File: src/rtl/reg_file_sync.sv
// Parametrised register file: one synchronous write port, two combinational
// read ports, optional hardwired-zero entry 0, optional write-to-read bypass,
// and a sequencer that clears one entry per cycle after reset or on request.
module reg_file_sync #(
  parameter int unsigned DATA_W   = 32,
  parameter int unsigned DEPTH    = 32,
  parameter int unsigned ADDR_W   = 5,
  parameter int unsigned ZERO_REG = 1,
  parameter int unsigned BYPASS   = 1
) (
  input  logic              clk,
  input  logic              rst,
  input  logic              we,
  input  logic [ADDR_W-1:0] waddr,
  input  logic [DATA_W-1:0] wdata,
  input  logic [ADDR_W-1:0] raddr1,
  output logic [DATA_W-1:0] rdata1,
  input  logic [ADDR_W-1:0] raddr2,
  output logic [DATA_W-1:0] rdata2,
  input  logic              clr_req,
  output logic              busy,
  output logic              wr_drop
);

  // Array index width; addresses are truncated to it only after range checks.
  localparam int unsigned IDX_W = (DEPTH > 1) ? $clog2(DEPTH) : 1;
  // DEPTH may equal 2**ADDR_W, so compare addresses one bit wider.
  localparam logic [ADDR_W:0]   DEPTH_V  = (ADDR_W+1)'(DEPTH);
  localparam logic [ADDR_W-1:0] LAST_IDX = ADDR_W'(DEPTH - 1);

  typedef enum logic {
    IDLE  = 1'b0,
    CLEAR = 1'b1
  } state_e;

  state_e              state_q, state_d;
  logic [ADDR_W-1:0]   idx_q, idx_d;
  logic                wr_drop_q, wr_drop_d;
  logic [DATA_W-1:0]   mem_q [DEPTH];

  logic                busy_c;
  logic                wr_ok_c;
  logic                mem_we_c;
  logic [IDX_W-1:0]    mem_widx_c;
  logic [DATA_W-1:0]   mem_wdata_c;
  logic [DATA_W-1:0]   rdata1_c;
  logic [DATA_W-1:0]   rdata2_c;

  // An address is live when it maps to a real, writable/readable entry.
  function automatic logic addr_live(input logic [ADDR_W-1:0] a);
    return ({1'b0, a} < DEPTH_V) && !((ZERO_REG != 0) && (a == '0));
  endfunction

  // Clear in progress (reset cycle included): writes dropped, reads masked.
  assign busy_c  = rst | (state_q == CLEAR);
  assign wr_ok_c = we & ~busy_c & addr_live(waddr);

  // Next-state and array write-port selection.
  always_comb begin
    state_d     = state_q;
    idx_d       = idx_q;
    wr_drop_d   = we & busy_c;
    mem_we_c    = 1'b0;
    mem_widx_c  = IDX_W'(waddr);
    mem_wdata_c = wdata;
    case (state_q)
      IDLE: begin
        mem_we_c = wr_ok_c;
        if (clr_req) begin
          state_d = CLEAR;
          idx_d   = '0;
        end
      end
      CLEAR: begin
        mem_we_c    = 1'b1;
        mem_widx_c  = IDX_W'(idx_q);
        mem_wdata_c = '0;
        idx_d       = idx_q + ADDR_W'(1);
        if (idx_q == LAST_IDX) begin
          state_d = IDLE;
        end
      end
      default: state_d = CLEAR;
    endcase
    if (rst) begin
      mem_we_c = 1'b0;
    end
  end

  // Control state with synchronous reset into a fresh clear pass.
  always_ff @(posedge clk) begin
    if (rst) begin
      state_q   <= CLEAR;
      idx_q     <= '0;
      wr_drop_q <= 1'b0;
    end else begin
      state_q   <= state_d;
      idx_q     <= idx_d;
      wr_drop_q <= wr_drop_d;
    end
  end

  // Storage array; no reset so it can map onto a plain RAM.
  always_ff @(posedge clk) begin
    if (mem_we_c) begin
      mem_q[mem_widx_c] <= mem_wdata_c;
    end
  end

  // Read port 1 with masking and optional same-cycle forwarding.
  always_comb begin
    rdata1_c = mem_q[IDX_W'(raddr1)];
    if (busy_c || !addr_live(raddr1)) begin
      rdata1_c = '0;
    end else if ((BYPASS != 0) && wr_ok_c && (waddr == raddr1)) begin
      rdata1_c = wdata;
    end
  end

  // Read port 2 with masking and optional same-cycle forwarding.
  always_comb begin
    rdata2_c = mem_q[IDX_W'(raddr2)];
    if (busy_c || !addr_live(raddr2)) begin
      rdata2_c = '0;
    end else if ((BYPASS != 0) && wr_ok_c && (waddr == raddr2)) begin
      rdata2_c = wdata;
    end
  end

  assign rdata1  = rdata1_c;
  assign rdata2  = rdata2_c;
  assign busy    = busy_c;
  assign wr_drop = wr_drop_q;

endmodule

File: config.mk
export PLATFORM = sky130hd
export DESIGN_NAME = reg_file_sync
export DESIGN_NICKNAME = d
export VERILOG_FILES = /design/src/rtl/reg_file_sync.sv
export SDC_FILE = /design/constraint.sdc
export NUM_CORES = 1
export LEC_CHECK = 0
export CAP_MARGIN = 0
export CORE_MARGIN = 1
export CORE_UTILIZATION = 40
export DETAILED_ROUTE_END_ITERATION = 8
export PLACE_DENSITY_LB_ADDON = 0.1
export SETUP_SLACK_MARGIN = 0.5
export SLEW_MARGIN = 20
export SYNTH_ARGS = -nofsm -noshare
export SYNTH_HDL_FRONTEND = slang
export SYNTH_SLANG_ARGS = --single-unit
export TNS_END_PERCENT = 20
File: constraint.sdc
create_clock -name clk -period 3.1 [get_ports clk]
set_clock_uncertainty 0.1 [all_clocks]
set_input_delay 0.31 -clock clk [delete_from_list [all_inputs] [get_ports clk]]
set_output_delay 0.31 -clock clk [all_outputs]
set_load 0.05 [all_outputs]
# == After elaboration in Yosys (flattened, before gate mapping) ==
# Memory sizes are Yosys's and may differ from the RTL's.
# Index checks and enable logic that the tools add are counted.
# word_totals
elab_cells,38
latch_bits,0
mem_count,1
romBits,0
ram_bits,1024
output_inout_bits,66
ff_bits,7
# memory_table
memory,words,width,rd,rd_ports_with_merged_regs,wr,line,text
mem_q,32,32,2,0,1,39,logic [DATA_W-1:0] mem_q [DEPTH];
# classes
reduce_logical,8
n_lt_le_gt_ge,0
bitwise_logic,6
div_mod_pow,0
n_mul,0
muxes,15
add_sub_neg,1
shift,0
n_eq_ne,4
# ops
cell,n
$mux 32,5
$logic_not 5->1,3
$eq 5x5->1,2
$mux 5,2
$pmux 5 s2,1
$add 5x1->5 const B,1
$eq 5x5->1 const B,1
$mux 1,5
$pmux 1 s2,2
$and 1x1->1,3
$logic_and 1x1->1,2
$logic_or 1x1->1,2
$ne 2x2->1 const B,1
$not 1->1,2
$logic_not 1->1,1
$or 1x1->1,1

# == Logic depth before layout (Yosys ltp) ==
# Gate-level depths: netlist of the first run.
# logic_depth
depth_word,8
ltp_mapped,8
mapped_depth_nobuf,5

# == Worst setup path after synthesis of the first run ==
# Ideal clock, no wire load.
# synth_timing
path_type,register to register
from,reg state_q
to,mem mem_q[0][0] (enable)
arrival_ns,2.744
path_buffers,2
stages_incl_launch_ff,6
slack_ns,-0.165
t_required_ns,2.579
path_cell_list,dfxtp_1 > clkbuf_1 > buf_1 > mux2i_1 > nand3_1 > nor2_1
# synth_between
elab_chain_cells,8
# synth_rtl
item,line,text
"start, declared",36,"state_e state_q, state_d;"
"start signal, assigned",97,state_q <= state_d;
$or 1x1->1,55,assign busy_c = rst | (state_q == CLEAR);
$not 1->1,56,assign wr_ok_c = we & ~busy_c & addr_live(waddr);
$and 1x1->1 (2 in series),56,
$pmux 1 s2,66,case (state_q)
$mux 1,85,if (rst) begin
$mux 1,105,if (mem_we_c) begin
$mux 1 (implied by the code),106,mem_q[mem_widx_c] <= mem_wdata_c;
"end, declared",39,
# Several ways; a longest one is shown, not always the timed one.

==> flow_metrics.py, run 1 <==
metrics = {
    "status": {
        "status": "completed",
    },
    "sta": {
        "final-hold-violation-count": 0,
        "period_needed_ns": 3.01,
        "fmax_mhz": 332,
        "setup_viol": 0,
        "tightest_slew_ns": 0.751,
        "worst_slack_ns": 0.0873,
        "fin_crit_sh_pct": 97.2,
        "relSlewSlack_pct": 49.8,
        "tns_ns": 0,
        "finalMaxSlewViolations": 0,
        "rsz0062_at_grt": "true",
    },
    "place": {
        "gp_congestion": 0.828,
        "io_buffer_count": 116,
        "dp_cells": 4224,
        "place_ws_ns": -0.177,
        "dp_hpwl_um": 99800,
        "placed_cell_area_mm2": 0.0542,
    },
    "critical_path": {
        "start_kind": "register",
        "rr_worst_depth": 6,
        "r2r_end": "mem_q[19][13]",
        "cp_data_required_time_ns": 2.69,
        "r2r-start": "state_q",
        "path_max_fanout": 2,
        "cp.arrival_ns": 2.60,
        "critical_path_class": "reg -> out",
        "cp-end-kind": "primary output",
        "r2r_slack_ns": 0.44,
    },
    "synthesis": {
        "synth-async-reset-ratio_pct": 0,
        "yosysUniqueCellTypes": 38,
        "synth_fp_nets": 2508,
        "synth-seq-cells": 1031,
        "netlist_instances": 2455,
        "syn_area_per_cell_um2": 19.4,
        "synth_edf_count": 1024,
        "ys.flop_type": "edfxtp_1",
        "yosys_warnings": 0,
        "syn_area_mm2": 0.0475,
        "ys_seq_area_share_pct": 65.0,
    },
    "floorplan": {
        "io_pins": 117,
        "dieArea_mm2": 0.120,
        "fp.dieH_um": 347,
        "die_w_um": 347,
        "fp-row-count": 126,
        "core-area_mm2": 0.118,
        "start_util_pct": 40.3,
    },
    "grt": {
        "grt_use_total_pct": 28.1,
        "grt_start_max_net_pins": 54,
        "grt_overflow": 0,
        "grt_pass1_vias": 29971,
        "antenna_found_initial": 3,
        "grt_pass1_wl_um": 236000,
    },
    "routing": {
        "highest_layer": "met5",
        "firstDrtPassIters": 5,
        "detail-route-antenna-nets": 0,
        "drtIter0Drc": 3289,
        "wirelength_um": 171000,
        "wl_per_cell_um": 38.1,
        "routed-via-count": 29545,
        "wl_met1_um": 70000,
        "viasPerCell": 6.60,
        "wl_met3_um": 15700,
        "drc": 0,
        "dr_wl_met2_um": 80500,
    },
    "clocking": {
        "htree_levels": 3,
        "clkTransAtPathRegs_ns": 0.06,
        "cts_buffers": 112,
        "cts_tree": "yes",
        "clockRootBuffer": "clkbuf_16",
        "cts_sinks": 1031,
        "clockBufferDepth": 3,
        "clock_latency_ns": 0.72,
    },
    "pwr": {
        "peakVddDrop_mv": 0.522,
        "internal_power_mw": 24.1,
        "power_mw": 31.3,
        "powerDensity_mw_per_mm2": 524,
        "p_seq_share_pct": 48.6,
        "pwr-share-clk_pct": 42.7,
        "switching_share_pct": 22.9,
        "p_leak_nw": 19.6,
        "p_sw_mw": 7.17,
        "combPwrFrac_pct": 8.7,
    },
    "job": {
        "cap_violations": 0,
    },
    "cells_and_area": {
        "area_growth_pct": 25.8,
        "antenna_cells": 0,
        "final_area_mm2": 0.0598,
        "drive_above_1_share_pct": 44.3,
        "fin_cells": 4477,
        "layout.nets": 2904,
    },
    "worst_hold_path": {
        "holdPathStages": 4,
        "hold_class": "in -> reg",
        "worstHoldStart": "clr_req",
        "min_to": "idx_q[0]",
    },
}
[cell type report]
type	instances	area [um2]
Sequential cell	1031	30900
Tap cell	1536	1920
Fill cell	9425	58100
Clock inverter	74	711
Timing Repair Buffer	491	6210
Multi-Input combinational cell	1213	17100
Inverter	2	7.51
Clock buffer	130	2910
[how the worst max path moves through the flow]
| stage | start | end | slack [ns] | depth (start not counted) |
|---|---|---|---|---|
| finish | mem_q[30][31] | rdata2[31] | 0.09 | 6 |
| global route | mem_q[30][31] | rdata2[31] | 0.05 | 6 |
| CTS | mem_q[7][24] | rdata2[24] | 0.05 | 6 |
| detailed placement | waddr[1] | rdata2[2] | -0.18 | 9 |
| global placement | waddr[0] | rdata2[15] | -0.17 | 9 |
| floorplan | state_q | mem_q[1][0] | 0.30 | 5 |
[synthesized netlist by cell type, types with 3 or more instances]
cell	instances	area (um2)
nand2_1	16	60.1
edfxtp_1	1024	30700
a221oi_1	64	561
nor4_1	33	206
buf_1	30	113
clkbuf_1	82	308
o21ai_0	34	170
nor3b_1	3	22.5
buf_4	33	248
mux4_2	448	10100
a22oi_1	96	721
nand3_1	6	30.0
nor2b_1	39	244
buf_2	56	280
nand3b_1	4	30.0
buf_6	8	90.1
dfxtp_1	7	140
mux2i_1	132	1320
a221o_1	32	320
xnor2_1	9	78.8
a22o_1	32	280
a21oi_1	39	195
o22ai_1	128	801
nor2_1	79	297
[worst max-delay path, stage by stage, from the launching register on]
cell and delay, ns:
edfxtp_1 0.44, mux4_2 0.50, a22oi_2 0.21, a21oi_2 0.11
buf_4 0.16, a221o_1 0.30, buf_12 0.16
[layout by cell type, fill, tap and decap left out, types with 36 or more instances in the layout]
master and count:
a22oi_1 51, clkdlybuf4s50_1 36, mux4_2 448, edfxtp_1 1024, buf_12 161, buf_4 240
nor2_1 41, o22ai_1 54, a221oi_1 63, a22oi_2 45, mux2i_1 131, clkbuf_16 118
nor2_4 38, o22ai_2 64
[per-stage QoR]
step           utilization (%)  hold slack (ns)
2_1_floorplan                -            0.333
3_3_place_gp              46.0            0.403
3_5_place_dp              46.0            0.405
4_1_cts                   49.7            0.278
5_1_grt                   50.7            0.336
6_report                  50.7            0.315
[logic make-up (layout without fill, tap and decap cells)]
| family | Yosys count | in the layout | synth area share (%) |
|---|---|---|---|
| buffers and inverters | 211 | 697 | 2.20 |
| AND/OR/NAND/NOR | 190 | 190 | 2.02 |
| AO/OA/AOI/OAI | 429 | 429 | 6.48 |
| multiplexers | 581 | 581 | 24.0 |
| adder cells (fa/ha/maj) | 2 | 2 | 0.0527 |
| XOR/XNOR | 11 | 11 | 0.203 |
| flip-flops | 1031 | 1031 | 65.0 |
[power by group through the flow]
stage	registers [mW]	clock network (mW)	logic (mW)
after detailed placement	15.5	0	2.47
after floorplan	15.5	0	1.37
final	15.2	13.4	2.71
after global placement	15.5	0	2.47
after global routing	15.2	14.0	2.81
after CTS	15.2	13.6	2.55
[sequential cells by signal (all words and copies together), names as in the netlist]
register	count
state_q	1
wr_drop	1
mem_q	1024
idx_q	5
[metal layers]
metal  up-vias  GRT usage (%)
met5         -              0
met4         2           8.07
met3       254           5.21
met2      1571           44.3
met1     16096           40.1
li1      11622              -
[what timing repair did]
| item | 4_1_cts | 5_1_grt |
|---|---|---|
| hold buffers | 1 | 0 |
| endpoints found under the hold margin | 1 | 0 |
| gates cloned | 6 | 4 |
| resized for setup | 100 | 204 |
| pin swaps | 29 | 71 |
| endpoints found under the setup margin | 74 | 554 |
| buffers inserted | 12 | 26 |
No activity file was read; power rests on OpenSTA's default activity.
==> run 2: changes to the inputs <==
- SKIP_LAST_GASP: not set -> 1
==> results of run 2 <==
No change in the layout: final DEF, timing and power equal those of run 1.
